==> src/rtl/decoder_3_8_seq_v_pkg.sv <==
// Shared constants and FSM encoding for the sequenced 3-to-8 decoder.
// The optional skid register is enabled by defining DECODER_SKID_EN.
package decoder_3_8_seq_v_pkg;

    localparam int DEC_N_IN = 3;
    localparam int CNT_W    = 8;

    typedef enum logic {
        ST_IDLE = 1'b0,
        ST_HOLD = 1'b1
    } dec_state_e;

endpackage

==> src/rtl/decoder_3_8_seq_v_hold_cnt.sv <==
// Loadable hold-time down-counter; saturates at zero and flags the last two counts.
module hold_cnt_v
    import decoder_3_8_seq_v_pkg::*;
#(
    parameter int W = CNT_W
) (
    input  logic         i_clk,
    input  logic         i_rst_n,
    input  logic         i_load,
    input  logic [W-1:0] i_val,
    input  logic         i_dec,
    output logic         o_zero,
    output logic         o_one
);

    logic [W-1:0] cnt_q;
    logic [W-1:0] cnt_d;

    // Next count: load wins over decrement, and zero is sticky.
    always_comb begin
        cnt_d = cnt_q;
        if (i_load) begin
            cnt_d = i_val;
        end else if (i_dec && (cnt_q != {W{1'b0}})) begin
            cnt_d = cnt_q - {{(W-1){1'b0}}, 1'b1};
        end else begin
            cnt_d = cnt_q;
        end
    end

    // Counter register with synchronous active-low reset.
    always_ff @(posedge i_clk) begin
        if (!i_rst_n) begin
            cnt_q <= {W{1'b0}};
        end else begin
            cnt_q <= cnt_d;
        end
    end

    assign o_zero = (cnt_q == {W{1'b0}});
    assign o_one  = (cnt_q == {{(W-1){1'b0}}, 1'b1});

endmodule

==> src/rtl/decoder_3_8_seq_v.sv <==
// Sequenced 3-to-8 decoder: accepts a code over valid/ready and holds its one-hot line
// for HOLD_CYCLES cycles. Define DECODER_SKID_EN for a 1-entry skid enabling gapless codes.
module decoder_3_8_seq_v
    import decoder_3_8_seq_v_pkg::*;
#(
    parameter int N_IN        = DEC_N_IN,
    parameter int HOLD_CYCLES = 4
) (
    input  logic                  i_clk,
    input  logic                  i_rst_n,
    input  logic [N_IN-1:0]       i_code,
    input  logic                  i_valid,
    output logic                  o_ready,
    output logic [(1<<N_IN)-1:0]  o_line,
    output logic                  o_busy,
    output logic                  o_done
);

    localparam int               N_OUT    = 1 << N_IN;
    localparam logic [CNT_W-1:0] HOLD_M1  = CNT_W'(HOLD_CYCLES - 1);
    localparam logic             HOLD_ONE = (HOLD_CYCLES == 1) ? 1'b1 : 1'b0;

    function automatic logic [N_OUT-1:0] onehot(input logic [N_IN-1:0] code);
        logic [N_OUT-1:0] v;
        v       = {N_OUT{1'b0}};
        v[code] = 1'b1;
        return v;
    endfunction

    dec_state_e        state_q, state_d;
    logic [N_OUT-1:0]  line_q, line_d;
    logic              ready_q, ready_d;
    logic              busy_q, busy_d;
    logic              done_q, done_d;

    logic              accept_s;
    logic              load_s;
    logic              dec_s;
    logic              cnt_zero_s;
    logic              cnt_one_s;
    logic              next_avail_s;
    logic [N_IN-1:0]   next_code_s;

    assign accept_s = i_valid & ready_q;

`ifdef DECODER_SKID_EN
    logic              skid_full_q, skid_full_d;
    logic [N_IN-1:0]   skid_code_q, skid_code_d;

    // A pending skid code takes precedence; otherwise a same-cycle accept follows directly.
    assign next_avail_s = skid_full_q | accept_s;
    assign next_code_s  = skid_full_q ? skid_code_q : i_code;

    // Skid fills on a mid-hold accept and refills if an accept lands while it drains.
    always_comb begin
        skid_full_d = skid_full_q;
        skid_code_d = skid_code_q;
        if ((state_q == ST_HOLD) && cnt_zero_s && skid_full_q) begin
            skid_full_d = accept_s;
            skid_code_d = accept_s ? i_code : skid_code_q;
        end else if ((state_q == ST_HOLD) && !cnt_zero_s && accept_s) begin
            skid_full_d = 1'b1;
            skid_code_d = i_code;
        end else begin
            skid_full_d = skid_full_q;
            skid_code_d = skid_code_q;
        end
    end

    // Skid storage; a pending code is dropped by reset.
    always_ff @(posedge i_clk) begin
        if (!i_rst_n) begin
            skid_full_q <= 1'b0;
            skid_code_q <= {N_IN{1'b0}};
        end else begin
            skid_full_q <= skid_full_d;
            skid_code_q <= skid_code_d;
        end
    end
`else
    assign next_avail_s = 1'b0;
    assign next_code_s  = i_code;
`endif

    hold_cnt_v #(
        .W (CNT_W)
    ) u_hold_cnt (
        .i_clk   (i_clk),
        .i_rst_n (i_rst_n),
        .i_load  (load_s),
        .i_val   (HOLD_M1),
        .i_dec   (dec_s),
        .o_zero  (cnt_zero_s),
        .o_one   (cnt_one_s)
    );

    // FSM next state and the one-hot line to present next cycle.
    always_comb begin
        state_d = state_q;
        line_d  = line_q;
        load_s  = 1'b0;
        dec_s   = 1'b0;
        case (state_q)
            ST_IDLE: begin
                if (accept_s) begin
                    state_d = ST_HOLD;
                    line_d  = onehot(i_code);
                    load_s  = 1'b1;
                end else begin
                    line_d  = {N_OUT{1'b0}};
                end
            end
            ST_HOLD: begin
                if (!cnt_zero_s) begin
                    dec_s   = 1'b1;
                end else if (next_avail_s) begin
                    line_d  = onehot(next_code_s);
                    load_s  = 1'b1;
                end else begin
                    state_d = ST_IDLE;
                    line_d  = {N_OUT{1'b0}};
                end
            end
            default: begin
                state_d = ST_IDLE;
                line_d  = {N_OUT{1'b0}};
            end
        endcase
    end

    // Status outputs are precomputed one cycle ahead so they leave straight from flops.
    always_comb begin
        busy_d = (state_d == ST_HOLD);
        done_d = busy_d & (load_s ? HOLD_ONE : cnt_one_s);
`ifdef DECODER_SKID_EN
        ready_d = (state_d == ST_IDLE) | !skid_full_d | done_d;
`else
        ready_d = (state_d == ST_IDLE);
`endif
    end

    // State and output registers; ready stays low for the whole reset.
    always_ff @(posedge i_clk) begin
        if (!i_rst_n) begin
            state_q <= ST_IDLE;
            line_q  <= {N_OUT{1'b0}};
            ready_q <= 1'b0;
            busy_q  <= 1'b0;
            done_q  <= 1'b0;
        end else begin
            state_q <= state_d;
            line_q  <= line_d;
            ready_q <= ready_d;
            busy_q  <= busy_d;
            done_q  <= done_d;
        end
    end

    assign o_ready = ready_q;
    assign o_line  = line_q;
    assign o_busy  = busy_q;
    assign o_done  = done_q;

endmodule

==> config.mk <==
export PLATFORM = sky130hd
export DESIGN_NAME = decoder_3_8_seq_v
export DESIGN_NICKNAME = d
export VERILOG_FILES = /design/src/rtl/decoder_3_8_seq_v_pkg.sv /design/src/rtl/decoder_3_8_seq_v_hold_cnt.sv /design/src/rtl/decoder_3_8_seq_v.sv
export SDC_FILE = /design/constraint.sdc
export NUM_CORES = 1
export LEC_CHECK = 0
export BUFFER_PORTS_ARGS = -buffer_cell sky130_fd_sc_hd__buf_2
export CORE_UTILIZATION = 36
export DETAILED_ROUTE_END_ITERATION = 8
export HOLD_SLACK_MARGIN = 0.06
export MAX_ROUTING_LAYER = met4
export PLACE_DENSITY = 0.67
export SLEW_MARGIN = 20
export SYNTH_ARGS = -nofsm -noshare
export SYNTH_HDL_FRONTEND = slang
export SYNTH_SLANG_ARGS = --single-unit
==> constraint.sdc <==
create_clock -name i_clk -period 2.3 [get_ports i_clk]
set_input_delay 0.23 -clock i_clk [delete_from_list [all_inputs] [get_ports i_clk]]
set_output_delay 0.23 -clock i_clk [all_outputs]
set_load 0.05 [all_outputs]
==> flow_summary.json <==
{
  "portBuffers": 16,
  "power_frac_comb_pct": 19.6,
  "nets": 124,
  "p_int_mw": 0.461,
  "dieWidth_um": 50.0,
  "crit_required_ns": 2.49,
  "async_flop_share_pct": 0,
  "crit_fanout": 7,
  "cpLargestDelayFamily": "compound AO/OA/AOI/OAI gates",
  "cts_root_buf": "clkbuf_4",
  "placed_cells": 138,
  "ios": 17,
  "fin_skew_ns": 0.000816,
  "cts_made_buffers": 3,
  "ys.flop_type": "dfxtp_1",
  "ctsResizeCount": 0,
  "clockBufferDepth": 2,
  "syn_nets": 104,
  "synth-seq-cells": 19,
  "drive_above_1_share_pct": 23.7,
  "min_period_ns": 1.99,
  "min_path_type": "input port to register",
  "ir_drop_uv": 362,
  "worstMarginPinSlew_ns": 0.766,
  "switchingPower_mw": 0.186,
  "first_pass_iters": 4,
  "synth-edff-count": 0,
  "clk_latency_ns": 0.29,
  "antenna_found_initial": 0,
  "hold-path-cell-count": 3,
  "grt.overflow.total": 0,
  "cts_setup_buffers": 0,
  "hpwlAfterDp_um": 1270,
  "grt_max_degree": 20,
  "max_stage_delay_ns": 0.63,
  "synth_cell_type_count": 31,
  "cts_sinks": 19,
  "crit_path_cell_trace": "inv_1, ha_1, nor3b_1, a21boi_0, buf_4, nand2_1, o311a_1",
  "syn_area_um2": 830,
  "yosys_warnings": 0,
  "clkPwrFrac_pct": 25.4,
  "synth.avg_cell_area_um2": 8.73,
  "antennaDiodeCount": 0,
  "die-area_um2": 2500,
  "first_iter_violations": 6,
  "grt_pass1_wl_um": 2760,
  "num_rows": 17,
  "powerDensity_nw_per_um2": 664,
  "setup_tns_ns": 0,
  "routedWlPerCell_um": 11.7,
  "final_hold_viol_count": 0,
  "fmax_mhz": 502,
  "worstRegToRegCells": 7,
  "via_per_inst": 5.18,
  "slowest_stage": "a21boi_0",
  "hold_buffers": 0,
  "drv_cap": 0,
  "p_sw_share_pct": 28.7,
  "globalplace.congestion": 0.804,
  "grt_pass1_vias": 657,
  "worst-path-stages": 7,
  "drcViolationCount": 0,
  "start_kind": "register",
  "final_cells": 142,
  "finalMaxSlewViolations": 0,
  "pwr-share-seq_pct": 55.0,
  "rrSetupSlack_ns": 0.31,
  "start_util_pct": 37.9,
  "worstSetupPathType": "register to register",
  "coreArea_um2": 2190,
  "ant_nets": 0,
  "fp.dieH_um": 50.0,
  "slew_headroom_pct": 48.5,
  "area_delta_synth_final_pct": 17.5,
  "leakagePower_nw": 0.386,
  "end_kind": "register",
  "synthCells": 95,
  "routed_wirelength_um": 1660,
  "path_clk_slew_ns": 0.10,
  "critPathArrivalTime_ns": 2.19,
  "path_buf_inv": 2,
  "htree_levels": 1,
  "grt.total_usage_pct": 15.0,
  "seq_area_frac_synth_pct": 45.9,
  "period_share_pct": 86.7,
  "cts_tree": "yes",
  "status": "finished clean",
  "vias": 735,
  "setup_viol": 0,
  "grt_setup_unrepaired": "no"
}
==> routing by layer <==
layer  wire (um)  GRT usage (%)  share of wire [%]
met4          36           8.57                2.2
met1         780           17.3                 47
met2         784           24.0                 47
met5           0              -                  0
met3          64           2.78                3.8
==> Yosys cell counts, types with 2 or more instances <==
library cell	number	area share (%)
or3_1	3	2.3
dfxtp_1	19	46
clkbuf_1	2	0.91
nand3_1	9	5.4
nor3b_1	2	1.8
a21oi_1	4	2.4
nor2_1	5	2.3
nand3b_1	2	1.8
nand2_1	9	4.1
ha_1	3	4.5
or2_2	3	2.3
inv_1	2	0.91
and2_1	2	1.5
o21ai_0	12	7.2
a21boi_0	2	1.8
==> layout make-up <==
| class | instances | area, um2 |
|---|---|---|
| well taps | 28 | 35.0 |
| repair buffers | 18 | 95.1 |
| fillers | 233 | 1220 |
| clock buffers | 4 | 26.3 |
| flip-flops and latches | 19 | 380 |
| inverters | 2 | 7.51 |
| multi-input cells | 71 | 430 |
==> stage by stage <==
stage | util [%] | setup WS [ns] | hold slack [ns] | instance area (um2) | total power, mW
final | 44.5 | 0.306 | 0.245 | 975 | 0.647
after global routing | 44.5 | 0.0628 | 0.269 | 975 | 0.688
after CTS | 44.5 | 0.301 | 0.245 | 975 | 0.655
after detailed placement | 43.3 | 0.336 | 0.471 | 948 | 0.491
after global placement | 43.3 | 0.412 | 0.465 | 948 | 0.488
after floorplan | - | 0.585 | 0.399 | 830 | 0.456
==> worst paths after layout <==
| path | from | endpoint |
|---|---|---|
| worst max-delay path | u_hold_cnt.cnt_q[0] | u_hold_cnt.cnt_q[1] |
| worst min register to register | o_line[1] | o_line[1] |
| worst min-delay path | i_code[2] | o_line[5] |
| worst max register to register | u_hold_cnt.cnt_q[0] | u_hold_cnt.cnt_q[1] |
==> placed cells by master (no fill, tap or decap), types with 2 or more instances in the layout <==
master | netlist | final
nand2_1 | 9 | 9
o21ai_0 | 12 | 12
nand3_1 | 9 | 9
nor3b_1 | 2 | 2
clkbuf_4 | 0 | 3
or2_2 | 3 | 3
nor2_1 | 5 | 5
and2_1 | 2 | 2
nand3b_1 | 2 | 2
buf_2 | 0 | 16
buf_4 | 0 | 2
inv_1 | 2 | 2
ha_1 | 3 | 3
dfxtp_1 | 19 | 19
or3_1 | 3 | 3
a21boi_0 | 2 | 2
a21oi_1 | 4 | 4
==> power groups by stage <==
stage	clock network, mW	logic (mW)	registers, mW
floorplan	0	0.0784	0.378
global placement	0	0.126	0.363
detailed placement	0	0.128	0.363
CTS	0.172	0.128	0.356
global route	0.188	0.142	0.358
finish	0.164	0.127	0.356
==> registers in the layout, indices dropped and copies added (netlist names) <==
register and cells:
o_busy 1, o_done 1, o_line 8, o_ready 1, u_hold_cnt.cnt_q 8
==> worst reg2reg max path, delay by kind of cell, from the launching register on <==
family / cells / cell delay (ns)
adder cells (fa/ha/maj): 1 / 0.22
AND/OR/NAND/NOR: 2 / 0.23
AO/OA/AOI/OAI: 2 / 0.74
flip-flops: 1 / 0.37
buffers and inverters: 2 / 0.35
==> cells by family after synthesis <==
kind of cell | count (synthesis) | share of synthesized area, %
adder cells (fa/ha/maj) | 3 | 4.53
flip-flops | 19 | 45.9
buffers and inverters | 5 | 2.26
AO/OA/AOI/OAI | 23 | 16.6
AND/OR/NAND/NOR | 44 | 29.7
XOR/XNOR | 1 | 1.06
Note: power is estimated with default switching activity, not from simulation.
